**config.mk**
```make
export PLATFORM = sky130hd
export DESIGN_NAME = legv8_multicycle_control
export DESIGN_NICKNAME = d
export VERILOG_FILES = /design/src/rtl/legv8_multicycle_control.sv
export SDC_FILE = /design/constraint.sdc
export NUM_CORES = 1
export LEC_CHECK = 0
export ABC_AREA = 1
export BUFFER_PORTS_ARGS = -buffer_cell sky130_fd_sc_hd__buf_2
export CAP_MARGIN = 25
export CORE_ASPECT_RATIO = 0.9
export CORE_MARGIN = 2
export CORE_UTILIZATION = 35
export CTS_CLUSTER_SIZE = 14
export DETAILED_ROUTE_END_ITERATION = 8
export PLACE_DENSITY = 0.59
export RECOVER_POWER = 50
export SKIP_CTS_REPAIR_TIMING = 1
export SLEW_MARGIN = 10
export SYNTH_ARGS = -nofsm -noshare
export SYNTH_HDL_FRONTEND = slang
export SYNTH_SLANG_ARGS = --single-unit
```
**constraint.sdc**
```tcl
create_clock -name clk_i -period 3.6 [get_ports clk_i]
set_input_delay 0.36 -clock clk_i [delete_from_list [all_inputs] [get_ports clk_i]]
set_output_delay 0.36 -clock clk_i [all_outputs]
set_load 0.01 [all_outputs]
```
**src/rtl/legv8_multicycle_control.sv**
```systemverilog
// Multi-cycle LEGv8 control FSM: FETCH/DECODE/EXEC/MEM/WB with variable-latency memory handshake,
// illegal-opcode and memory-timeout traps, and a retired-instruction counter.
module legv8_multicycle_control #(
  parameter int unsigned OPCODE_W    = 11,
  parameter int unsigned MEM_TIMEOUT = 16,
  parameter int unsigned CNT_W       = 32
) (
  input  logic                clk_i,
  input  logic                reset_i,
  input  logic [OPCODE_W-1:0] instr_i,
  input  logic                mem_ready_i,
  input  logic                zero_i,
  output logic                reg2loc_o,
  output logic                alu_src_o,
  output logic                mem_to_reg_o,
  output logic                reg_write_o,
  output logic                mem_read_o,
  output logic                mem_write_o,
  output logic                ir_write_o,
  output logic                pc_write_o,
  output logic                pc_src_o,
  output logic [1:0]          alu_op_o,
  output logic                busy_o,
  output logic                illegal_o,
  output logic                mem_fault_o,
  output logic [CNT_W-1:0]    retired_o
);

  localparam int unsigned TmoW = (MEM_TIMEOUT > 1) ? $clog2(MEM_TIMEOUT) : 1;
  localparam logic [TmoW-1:0] TmoLast = TmoW'(MEM_TIMEOUT - 1);

  typedef enum logic [2:0] {StFetch, StDecode, StExec, StMem, StWb, StTrap} state_e;
  typedef enum logic [2:0] {ClsIllegal, ClsR, ClsLdur, ClsStur, ClsCbz, ClsCbnz, ClsB} cls_e;

  state_e              state_q, state_d;
  logic [OPCODE_W-1:0] opcode_q, opcode_d;
  logic [TmoW-1:0]     tmo_q, tmo_d;
  logic [CNT_W-1:0]    retired_q, retired_d;
  logic                illegal_q, illegal_d;
  logic                mem_fault_q, mem_fault_d;
  logic                retire;
  logic [10:0]         op_top;
  cls_e                cls;

  assign op_top = opcode_q[OPCODE_W-1 -: 11];

  always_comb begin
    cls = ClsIllegal;
    casez (op_top)
      11'b1??0101?000: cls = ClsR;
      11'b11111000010: cls = ClsLdur;
      11'b11111000000: cls = ClsStur;
      11'b10110100???: cls = ClsCbz;
      11'b10110101???: cls = ClsCbnz;
      11'b000101?????: cls = ClsB;
      default:         cls = ClsIllegal;
    endcase
  end

  // Timeout counter defaults to clear; it only counts while waiting in FETCH or MEM.
  always_comb begin
    state_d     = state_q;
    opcode_d    = opcode_q;
    tmo_d       = '0;
    illegal_d   = illegal_q;
    mem_fault_d = mem_fault_q;
    retire      = 1'b0;
    unique case (state_q)
      StFetch: begin
        if (mem_ready_i) begin
          opcode_d = instr_i;
          state_d  = StDecode;
        end else if (tmo_q == TmoLast) begin
          state_d     = StTrap;
          mem_fault_d = 1'b1;
        end else begin
          tmo_d = tmo_q + TmoW'(1);
        end
      end
      StDecode: begin
        if (cls == ClsIllegal) begin
          state_d   = StTrap;
          illegal_d = 1'b1;
        end else begin
          state_d = StExec;
        end
      end
      StExec: begin
        case (cls)
          ClsR:             state_d = StWb;
          ClsLdur, ClsStur: state_d = StMem;
          ClsCbz, ClsCbnz, ClsB: begin
            retire  = 1'b1;
            state_d = StFetch;
          end
          default:          state_d = StTrap;
        endcase
      end
      StMem: begin
        if (mem_ready_i) begin
          if (cls == ClsLdur) begin
            state_d = StWb;
          end else begin
            retire  = 1'b1;
            state_d = StFetch;
          end
        end else if (tmo_q == TmoLast) begin
          state_d     = StTrap;
          mem_fault_d = 1'b1;
        end else begin
          tmo_d = tmo_q + TmoW'(1);
        end
      end
      StWb: begin
        retire  = 1'b1;
        state_d = StFetch;
      end
      StTrap:  state_d = StTrap;
      default: state_d = StFetch;
    endcase
    retired_d = retire ? retired_q + CNT_W'(1) : retired_q;
  end

  always_ff @(posedge clk_i) begin
    if (reset_i) begin
      state_q     <= StFetch;
      opcode_q    <= '0;
      tmo_q       <= '0;
      retired_q   <= '0;
      illegal_q   <= 1'b0;
      mem_fault_q <= 1'b0;
    end else begin
      state_q     <= state_d;
      opcode_q    <= opcode_d;
      tmo_q       <= tmo_d;
      retired_q   <= retired_d;
      illegal_q   <= illegal_d;
      mem_fault_q <= mem_fault_d;
    end
  end

  // Controls decode from state and latched class; reset forces everything low at once.
  always_comb begin
    reg2loc_o    = 1'b0;
    alu_src_o    = 1'b0;
    mem_to_reg_o = 1'b0;
    reg_write_o  = 1'b0;
    mem_read_o   = 1'b0;
    mem_write_o  = 1'b0;
    ir_write_o   = 1'b0;
    pc_write_o   = 1'b0;
    pc_src_o     = 1'b0;
    alu_op_o     = 2'b00;
    busy_o       = 1'b0;
    if (!reset_i) begin
      unique case (state_q)
        StFetch: begin
          busy_o     = 1'b1;
          mem_read_o = 1'b1;
          ir_write_o = mem_ready_i;
          pc_write_o = mem_ready_i;
        end
        StDecode: busy_o = 1'b1;
        StExec: begin
          busy_o = 1'b1;
          case (cls)
            ClsR:             alu_op_o = 2'b10;
            ClsLdur, ClsStur: alu_src_o = 1'b1;
            ClsCbz, ClsCbnz: begin
              reg2loc_o  = 1'b1;
              alu_op_o   = 2'b01;
              pc_src_o   = 1'b1;
              pc_write_o = (cls == ClsCbz) ? zero_i : ~zero_i;
            end
            ClsB: begin
              pc_src_o   = 1'b1;
              pc_write_o = 1'b1;
            end
            default: ;
          endcase
        end
        StMem: begin
          busy_o      = 1'b1;
          alu_src_o   = 1'b1;
          mem_read_o  = (cls == ClsLdur);
          mem_write_o = (cls == ClsStur);
        end
        StWb: begin
          busy_o       = 1'b1;
          reg_write_o  = 1'b1;
          mem_to_reg_o = (cls == ClsLdur);
        end
        StTrap:  ;
        default: ;
      endcase
    end
  end

  assign illegal_o   = illegal_q & ~reset_i;
  assign mem_fault_o = mem_fault_q & ~reset_i;
  assign retired_o   = reset_i ? '0 : retired_q;

endmodule

```
==> results.txt, run 1 <==
The flow ran to the end, but the final reports show violations. The checks that failed: capacitance limit, slew limit. Across every metal layer, demand over resource in global routing totals 0.1844. Clock-pin slew was measured on the worst setup and hold paths at 0.10 ns. In this run the tightest slew margin relative to its limit is -0.04608. The startpoint identified for the worst register-to-register timing path is op_top[10]. The number of DRC markers in iteration 0 is 291. The endpoint arrival time on the critical path came out at 2.15 ns. The number of antenna diodes in the final layout is 0. The leakage power of the design is 0.001491 uW. The clock net sink count came out at 52. The global routing usage on met1 came out at 0.2713.

Summing all placed instances gives a cell area of 3830 sq um. The number of max-slew violations in the final report is 80. The peak-usage layer in the global routing report is met2.

The total wire length is 9640 microns. The initial utilization of the core area, before any placement, comes to 0.3609. After technology mapping, the gate count stands at 591. The measured slew at the worst slew-check pin came out at 1.569 ns. The largest driver fanout on the critical path is 19. The first global-routing pass estimated 16100 microns of wire.

In this run the worst hold path is classified as primary input to flop. For this run, the post-layout net count is 652. For this run, global-route usage on met3 was measured as 0.02712. In the layout the commonest cells are sky130_fd_sc_hd__nand2_1 (173), sky130_fd_sc_hd__nor2_1 (117), sky130_fd_sc_hd__inv_1 (63), sky130_fd_sc_hd__dfxtp_1 (52), sky130_fd_sc_hd__a21oi_1 (46). The count of buffers from port buffering came out at 60. The path with the worst hold slack has its endpoint at op_top[10]. The filler cell count is 1097. The library cell used most frequently in the layout, excluding fill and tap cells, is sky130_fd_sc_hd__nand2_1. The destination of the worst register-to-register timing path is retired_q[26]. The max-cap violation count came out at 1.

The dominant cell type by area after synthesis is sky130_fd_sc_hd__dfxtp_1. The maximum number of pins on one net before global-route repair came out at 80. The area growth from synthesis to final layout is 11.76%. The peak supply drop is 0.1902 mV. The register-to-register path setup slack is 1.28 ns. The worst path required time is 3.24 ns. The TritonCTS clock tree is yes. The via count of the first global-routing pass came to 3342. The final instance area came out at 3913 sq um. The number of design rule violations left after detail routing is 0. The number of nets handed over by synthesis was 608.

Detailed placement ended at an HPWL of 7134 microns. The horizontal die dimension is 109.4 microns. The residual overflow from global routing came out at 0. Once detail routing completed, the nets flagged for antenna violations numbered 0. The die is 98.88 microns tall. The highest achievable clock rate is 398.4 MHz. Setup repair after global routing left no endpoint under its margin. The met2 usage in global routing is 0.2877. The final worst-path cycle share came out at 0.6972.

The worst setup path is of the flop to output port kind. The clock latency at the later pin of the worst-skew pair is 0.31 ns. The number of levels in the clock H-tree is 2.

After floorplanning, the core was divided into 34 placement rows. The worst hold path cell count is 3. The minimum period implied by the final worst setup slack came out at 2.510 ns. The number of ports placed on the die boundary is 61. The number of detailed-routing iterations run before antenna repair is 8. The total negative slack for setup checks is 0 ns.

The die covers 10820 sq um. The post-synthesis register bit count is 52. The area share of the largest cell type after synthesis came out at 0.2974. The buffer levels on the longest clock path is 2. The sequential cell area fraction in the yosys report is 0.2974. For this design the ratio of total power to cell area is 311.1 nW/um^2.

The share of cells above drive strength 1 came out at 0.08805. The worst hold path begins at instr_i[10]. The worst setup path is captured at an output port. The initial antenna violation count came out at 0. The depth of the worst register-to-register path came out at 8. For this run, the share of the core covered by cells in the final layout is 0.4034. The routed layout has 3738 vias. In the post-synthesis netlist, the biggest area contributors are sky130_fd_sc_hd__dfxtp_1 (30%), sky130_fd_sc_hd__nand2_1 (18%), sky130_fd_sc_hd__nor2_1 (13%).

Dividing the detail-routed via count by the number of cells gives 4.906. The average wire per standard cell is 12.65 microns. The number of setup violations in the final report came out at 0.

The clock skew is 0.01187 ns. The placer congestion estimate is 0.8606. Summing every instance area after synthesis gives 3501 sq um.

The number of failing hold endpoints at the final stage is 0. The number of warnings issued by yosys came out at 0. The mean post-synth cell area came out at 5.924 sq um. The total instance count after detailed placement came out at 754. The cell at the root of the clock tree is sky130_fd_sc_hd__clkbuf_8. The kind of start point of the critical path is a flop. The count of cells in the finished layout, fillers not included, comes to 762. The core region is 9699 sq um. The slowest stage of the critical path is the sky130_fd_sc_hd__nand2_1 cell. The count of unique library cells instantiated by Yosys came out at 30. The delay of the slowest cell on the worst path came out at 0.49 ns. The number of buffers added by the clock tree synthesis step is 5. Walking the worst path, the cells encountered are nor2_1 -> nand2_1 -> buf_4 -> nor3_1 -> buf_2.
-- sequential cells by signal (all words and copies together) (netlist names) --
name	count
op_top	11
illegal_q	1
retired_q	32
mem_fault_q	1
state_q	3
tmo_q	4
-- critical path, delay by kind of cell (launching register included) --
family / cells / cell delay, ns
flops: 1 / 0.36
buf+inv: 2 / 0.59
simple gates: 3 / 0.88
-- worst max path at each step --
| stage | from | depth (start not counted) | to |
|---|---|---|---|
| 2_1_floorplan | reset_i | 4 | retired_o[11] |
| 3_3_place_gp | op_top[4] | 9 | retired_q[13] |
| 3_5_place_dp | op_top[4] | 9 | retired_q[13] |
| 4_1_cts | state_q[0] | 5 | mem_to_reg_o |
| 5_1_grt | state_q[1] | 5 | mem_to_reg_o |
| 6_report | state_q[0] | 5 | mem_to_reg_o |
-- report_power, final --
group / internal (uW) / total [uW] / switching (uW)
Sequential: 596 / 612 / 16.2
Combinational: 42.3 / 152 / 110
Clock: 246 / 453 / 207
-- logic make-up (layout without fill, tap and decap cells) --
kind of cell               Yosys count  count (layout)  synth area share
buffers and inverters               92             137            0.1140
adders and majority gates            2               2          0.007147
AOI/OAI and AO/OA                   60              60           0.08828
and+or+nand+nor                    368             368            0.4507
xor gates and xnor gates            17              17           0.04253
DFF                                 52              52            0.2974
-- layer usage --
layer / up-vias / wire (microns)
met5: - / 0
met4: 0 / 66
met3: 7 / 562
met2: 101 / 4208
met1: 1674 / 4804
li1: 1956 / -
-- synthesized netlist by cell type, drive strengths merged --
library cell	n
clkbuf	13
ha	2
xor2	16
a21oi	47
nand3	32
o22ai	1
nand2	176
o21ai	10
xnor2	1
nor3	5
nor2	119
dfxtp	52
a31oi	1
clkinv	1
or2	1
inv	65
buf	13
nand4	35
a211oi	1
-- per-stage QoR --
step           setup WS (ns)  hold slack [ns]  total power, uW
3_3_place_gp           1.454           0.4335            777.4
4_1_cts                1.096           0.3069             1231
3_5_place_dp           1.367           0.4389            779.8
2_1_floorplan          1.973           0.4179            740.6
6_report               1.090           0.3044             1217
5_1_grt               0.8905           0.3155             1269
-- layout make-up --
class	instances	area [sq um]	share of cell area
well taps	126	157.7	0.04029
clock inverters	1	30.03	0.007675
inverters	66	247.7	0.06332
multi-input cells	447	2058	0.5261
flip-flops and latches	52	1041	0.2661
clock buffers	7	96.34	0.02462
repair buffers	63	281.5	0.07195
(Power assumes the default switching activity.)
==> run 2, diff against run 1 <==
Settings changed: ABC_AREA 1 to 0, PLACE_DENSITY 0.59 to 0.62.
Clock period 3.6 ns to 2.15 ns, I/O delays scaled along.
==> run 2 against run 1 <==
Against the previous run:
- the flow now finishes without violations
- register-to-register slack worse by 1.2 ns
- count of clock-buffer cells in the layout down 1
- utilization up 1.6 points
- synthesized area down 13%
- combinational power up 51%
- setup slack worse by 0.98 ns
- clock skew down 0.0065 ns
- clock power up 21%
- wire length down 25%
- critical path depth unchanged
- synthesized cell count down 39%
- non-clock buffer count up 15
==> results.txt, run 2 <==
The cell count after synthesis is 361 (-39%). The signal on the critical path passes through or2_0 -> buf_4 -> or2_2 -> nor3_1 -> buf_2. The core footprint is 8488 sq um (-12%). The number of failing hold endpoints at the final stage came out at 0 (unchanged). The post-synthesis instance area is 3032 sq um (-13%). The total instance count after detailed placement came out at 533 (-29%). The starting density of the core was 0.3572 (-0.003775).

The number of setup violations in the final report came out at 0 (unchanged). The minimum period implied by the final worst setup slack is 2.045 ns. The worst setup path is launched from a flop. The measured slew at the worst slew-check pin is 0.8648 ns (-0.7043 ns). The number of warnings issued by yosys came to 0 (unchanged). The family with the most delay on the worst path is simple AND/OR/NAND/NOR gates. The number of levels in the clock H-tree is 2 (unchanged). The flip-flop count of the largest register, all copies and words added is 32 (unchanged). The portion of netlist area occupied by mux cells came out at 0.1036 (+0.1036). TritonCTS built the clock tree.

The cell depth of the worst setup path was 5 (unchanged). The met3 demand-to-capacity share in global routing is 0.02792 (+0.0008081). The xor/xnor cell area share of the yosys netlist is 0.008667 (-0.03386). The share of cells above drive strength 1 is 0.2257 (+0.1376).

The post-route non-filler standard cell count came to 540 (-29%). The number of core rows is 32 (-5.9%). The number of buffers added by the clock tree synthesis step came out at 5 (unchanged). The commonest cells after synthesis are sky130_fd_sc_hd__dfxtp_1 (52), sky130_fd_sc_hd__nor2_1 (41), sky130_fd_sc_hd__nand2_1 (36). The beginning of the worst hold path is instr_i[3]. The number of ports placed on the die boundary is 61 (unchanged).

The sequential cell area fraction in the yosys report is 0.3434 (+0.04602). The number of max-slew violations in the final report is 0 (-100%). The initial antenna violation count came to 0 (unchanged). The largest driver fanout on the critical path is 13 (-6).

The clock latency at the later pin of the worst-skew pair came out at 0.31 ns (about the same). The clock skew is 0.005370 ns (-0.006502 ns). The count of flip-flops with a built-in enable after synthesis came out at 0 (unchanged). The post-synthesis register bit count is 52 (unchanged).

The total wire length came out at 7239 microns (-25%). Clock tree synthesis selected as its root buffer the cell sky130_fd_sc_hd__clkbuf_8. The worst path required time is 1.93 ns (-1.31 ns).

The final worst-path cycle share is 0.9511. The library cell contributing the largest single delay on the critical path is sky130_fd_sc_hd__or2_2. The area share of the largest cell type after synthesis is 0.3434 (+0.04602). The global routing usage on met1 is 0.2147 (-0.05657). The residual overflow from global routing came out at 0 (unchanged). The top cell types in the final layout, fill and taps aside, are sky130_fd_sc_hd__dfxtp_1 (49), sky130_fd_sc_hd__nor2_1 (40), sky130_fd_sc_hd__nand2_1 (36), sky130_fd_sc_hd__nor2b_1 (34), sky130_fd_sc_hd__clkbuf_1 (34). The delay of the slowest cell on the worst path is 0.41 ns (-0.08 ns).

The overall power came out at 1796 uW (+48%). The mean post-synth cell area came out at 8.398 sq um (+42%). The via count of the first global-routing pass is 2587 (-23%). The met2 usage in global routing is 0.2445 (-0.04323). sky130_fd_sc_hd__dfxtp_1 is the most common cell in the netlist.

The worst setup path startpoint is state_q[0]. The endpoint arrival time on the critical path was 1.83 ns (-0.32 ns). By area, the combinational part of the netlist is dominated by simple AND/OR/NAND/NOR gates.

The worst hold path cell count was 3 (unchanged). The total routing usage reported by global routing is 0.1554 (-0.02899). The full die area came out at 9424 sq um (-13%). The maximum number of pins on one net before global-route repair is 47 (-41%). The most common cell after layout, fill and taps aside is sky130_fd_sc_hd__dfxtp_1.

The count of unique library cells instantiated by Yosys is 54 (+80%). The number of antenna diodes came out at 0 (unchanged). The critical path buffer and inverter count is 2 (unchanged). The run finished with clean final reports. The number of design rule violations left after detail routing is 0 (unchanged). Among all flip-flop cells after synthesis, the most frequent one is sky130_fd_sc_hd__dfxtp_1. The worst-case setup margin in the final layout came to 0.1051 ns (-0.9848 ns). The antenna violation net count after detailed routing was 0 (unchanged).

The share of flip-flops with an asynchronous set or reset came out at 0 (unchanged). The number of detailed-routing iterations run before antenna repair is 4 (-4). The startpoint identified for the worst register-to-register timing path is op_top[5]. The area growth from synthesis to layout is 17.29%. The peak supply drop came to 0.2793 mV (+47%). The number of DRC markers in iteration 0 is 115 (-60%). The clock edge transition at the registers on the reported setup and hold paths came out at 0.09 ns (about the same). The final layout net count is 438 (-33%). The wire length of the first global-routing pass came out at 11900 microns (-26%). The horizontal die dimension came to 102.1 microns (-6.7%). The die height is 92.30 microns (-6.7%). The register containing the most flip-flops in the final layout is retired_q. Yosys attributes the largest share of cell area to sky130_fd_sc_hd__dfxtp_1 (34%), sky130_fd_sc_hd__mux2_4 (7.4%), sky130_fd_sc_hd__nor2b_1 (7.0%). The count of buffers from port buffering is 60 (unchanged). The placer congestion estimate was 0.8778 (+2.0%). The number of vias per cell after detailed routing is 5.152 (+5.0%). The post-DP HPWL is 5245 microns (-26%).

The buffer levels on the longest clock path came out at 2 (unchanged). The tightest min-delay check is of the primary input to flop type. The clock net sink count came to 52 (unchanged). The fraction of the mapped netlist area in compound gates came to 0.09905 (+0.01077).

The peak-usage layer in the global routing report is met2. The pre-CTS setup slack is 0.1083 ns (-1.258 ns). The type of element capturing the critical path is an output port.

The share of synthesized cell area in and, or, nand and nor gates is 0.3859 (-0.06479). Setup repair after global routing could not meet its margin everywhere. The dominant cell type by area after synthesis is sky130_fd_sc_hd__dfxtp_1. The net count after synthesis came out at 378 (-38%). The leakage power of the design came out at 0.001323 uW (-11%).

The worst slew margin relative to its limit was 0.4235 (+0.4695). The average wire per standard cell is 13.41 microns (+6.0%). The via count of the routed design was 2782 (-26%). The power density over cell area was 505.0 nW/um^2 (+62%). The max-cap violation count is 0 (-1). The depth of the worst register-to-register path came out at 6 (-2).

The synthesized-area fraction occupied by adder cells was 0.008254 (+0.001106). The highest achievable clock rate came out at 489.0 MHz. The critical path is of the flop to output port type.
[run 2: cell types whose count changed in the layout (fill, tap and decap cells not counted), sizes merged, moves of 14 or more]
cell / delta
xor2: -14
nor2b: +34
a21oi: -24
nand4: -20
inv: -60
mux2: +22
nand2: -140
nor2: -78
nand3: -19
[run 2: logic make-up after synthesis]
| family | Yosys count |
|---|---|
| adders and majority gates | 2 |
| buffers and inverters | 30 |
| DFF | 52 |
| xor gates and xnor gates | 3 |
| muxes | 23 |
| AOI/OAI and AO/OA | 48 |
| and+or+nand+nor | 203 |
[run 2: worst paths after layout]
check                   to  slack, ns
min reg2reg       tmo_q[0]       0.46
max reg2reg  retired_q[26]       0.11
min              op_top[3]       0.13
max             ir_write_o       0.11
[run 2: area by class of cell]
class | count | area [sq um]
Fill cell | 912 | 4932
Multi-Input combinational cell | 279 | 1852
Sequential cell | 52 | 1045
Timing Repair Buffer | 78 | 414.1
Tap cell | 119 | 148.9
Clock buffer | 6 | 72.57
Inverter | 5 | 18.77
Clock inverter | 1 | 5.005
[run 2: where the power goes]
part / switching, uW / internal [uW] / total [uW]
logic: 139 / 90.6 / 230
clock network: 324 / 223 / 546
registers: 29.0 / 991 / 1020
[run 2: tightest hold or removal path, cell delays in order]
cell,delay [ns]
sky130_fd_sc_hd__buf_2,0.09
sky130_fd_sc_hd__nand2_1,0.05
sky130_fd_sc_hd__a21oi_1,0.05
[run 2: layer usage]
metal,vias to the layer above,routed length [microns]
li1,1389,-
met1,1308,3485
met2,76,3256
met3,9,398
met4,0,99
met5,-,0
[run 2: stage by stage]
stage                     setup TNS, ns  cell area, sq um    util  hold WS (ns)
after floorplan                       0              3032       -        0.2924
after global placement                0              3505  0.4129        0.4299
final                                 0              3556  0.4189        0.1327
after CTS                       -0.1602              3582  0.4220        0.1275
after detailed placement              0              3505  0.4129        0.4453
after global routing           -0.02187              3556  0.4189        0.1345
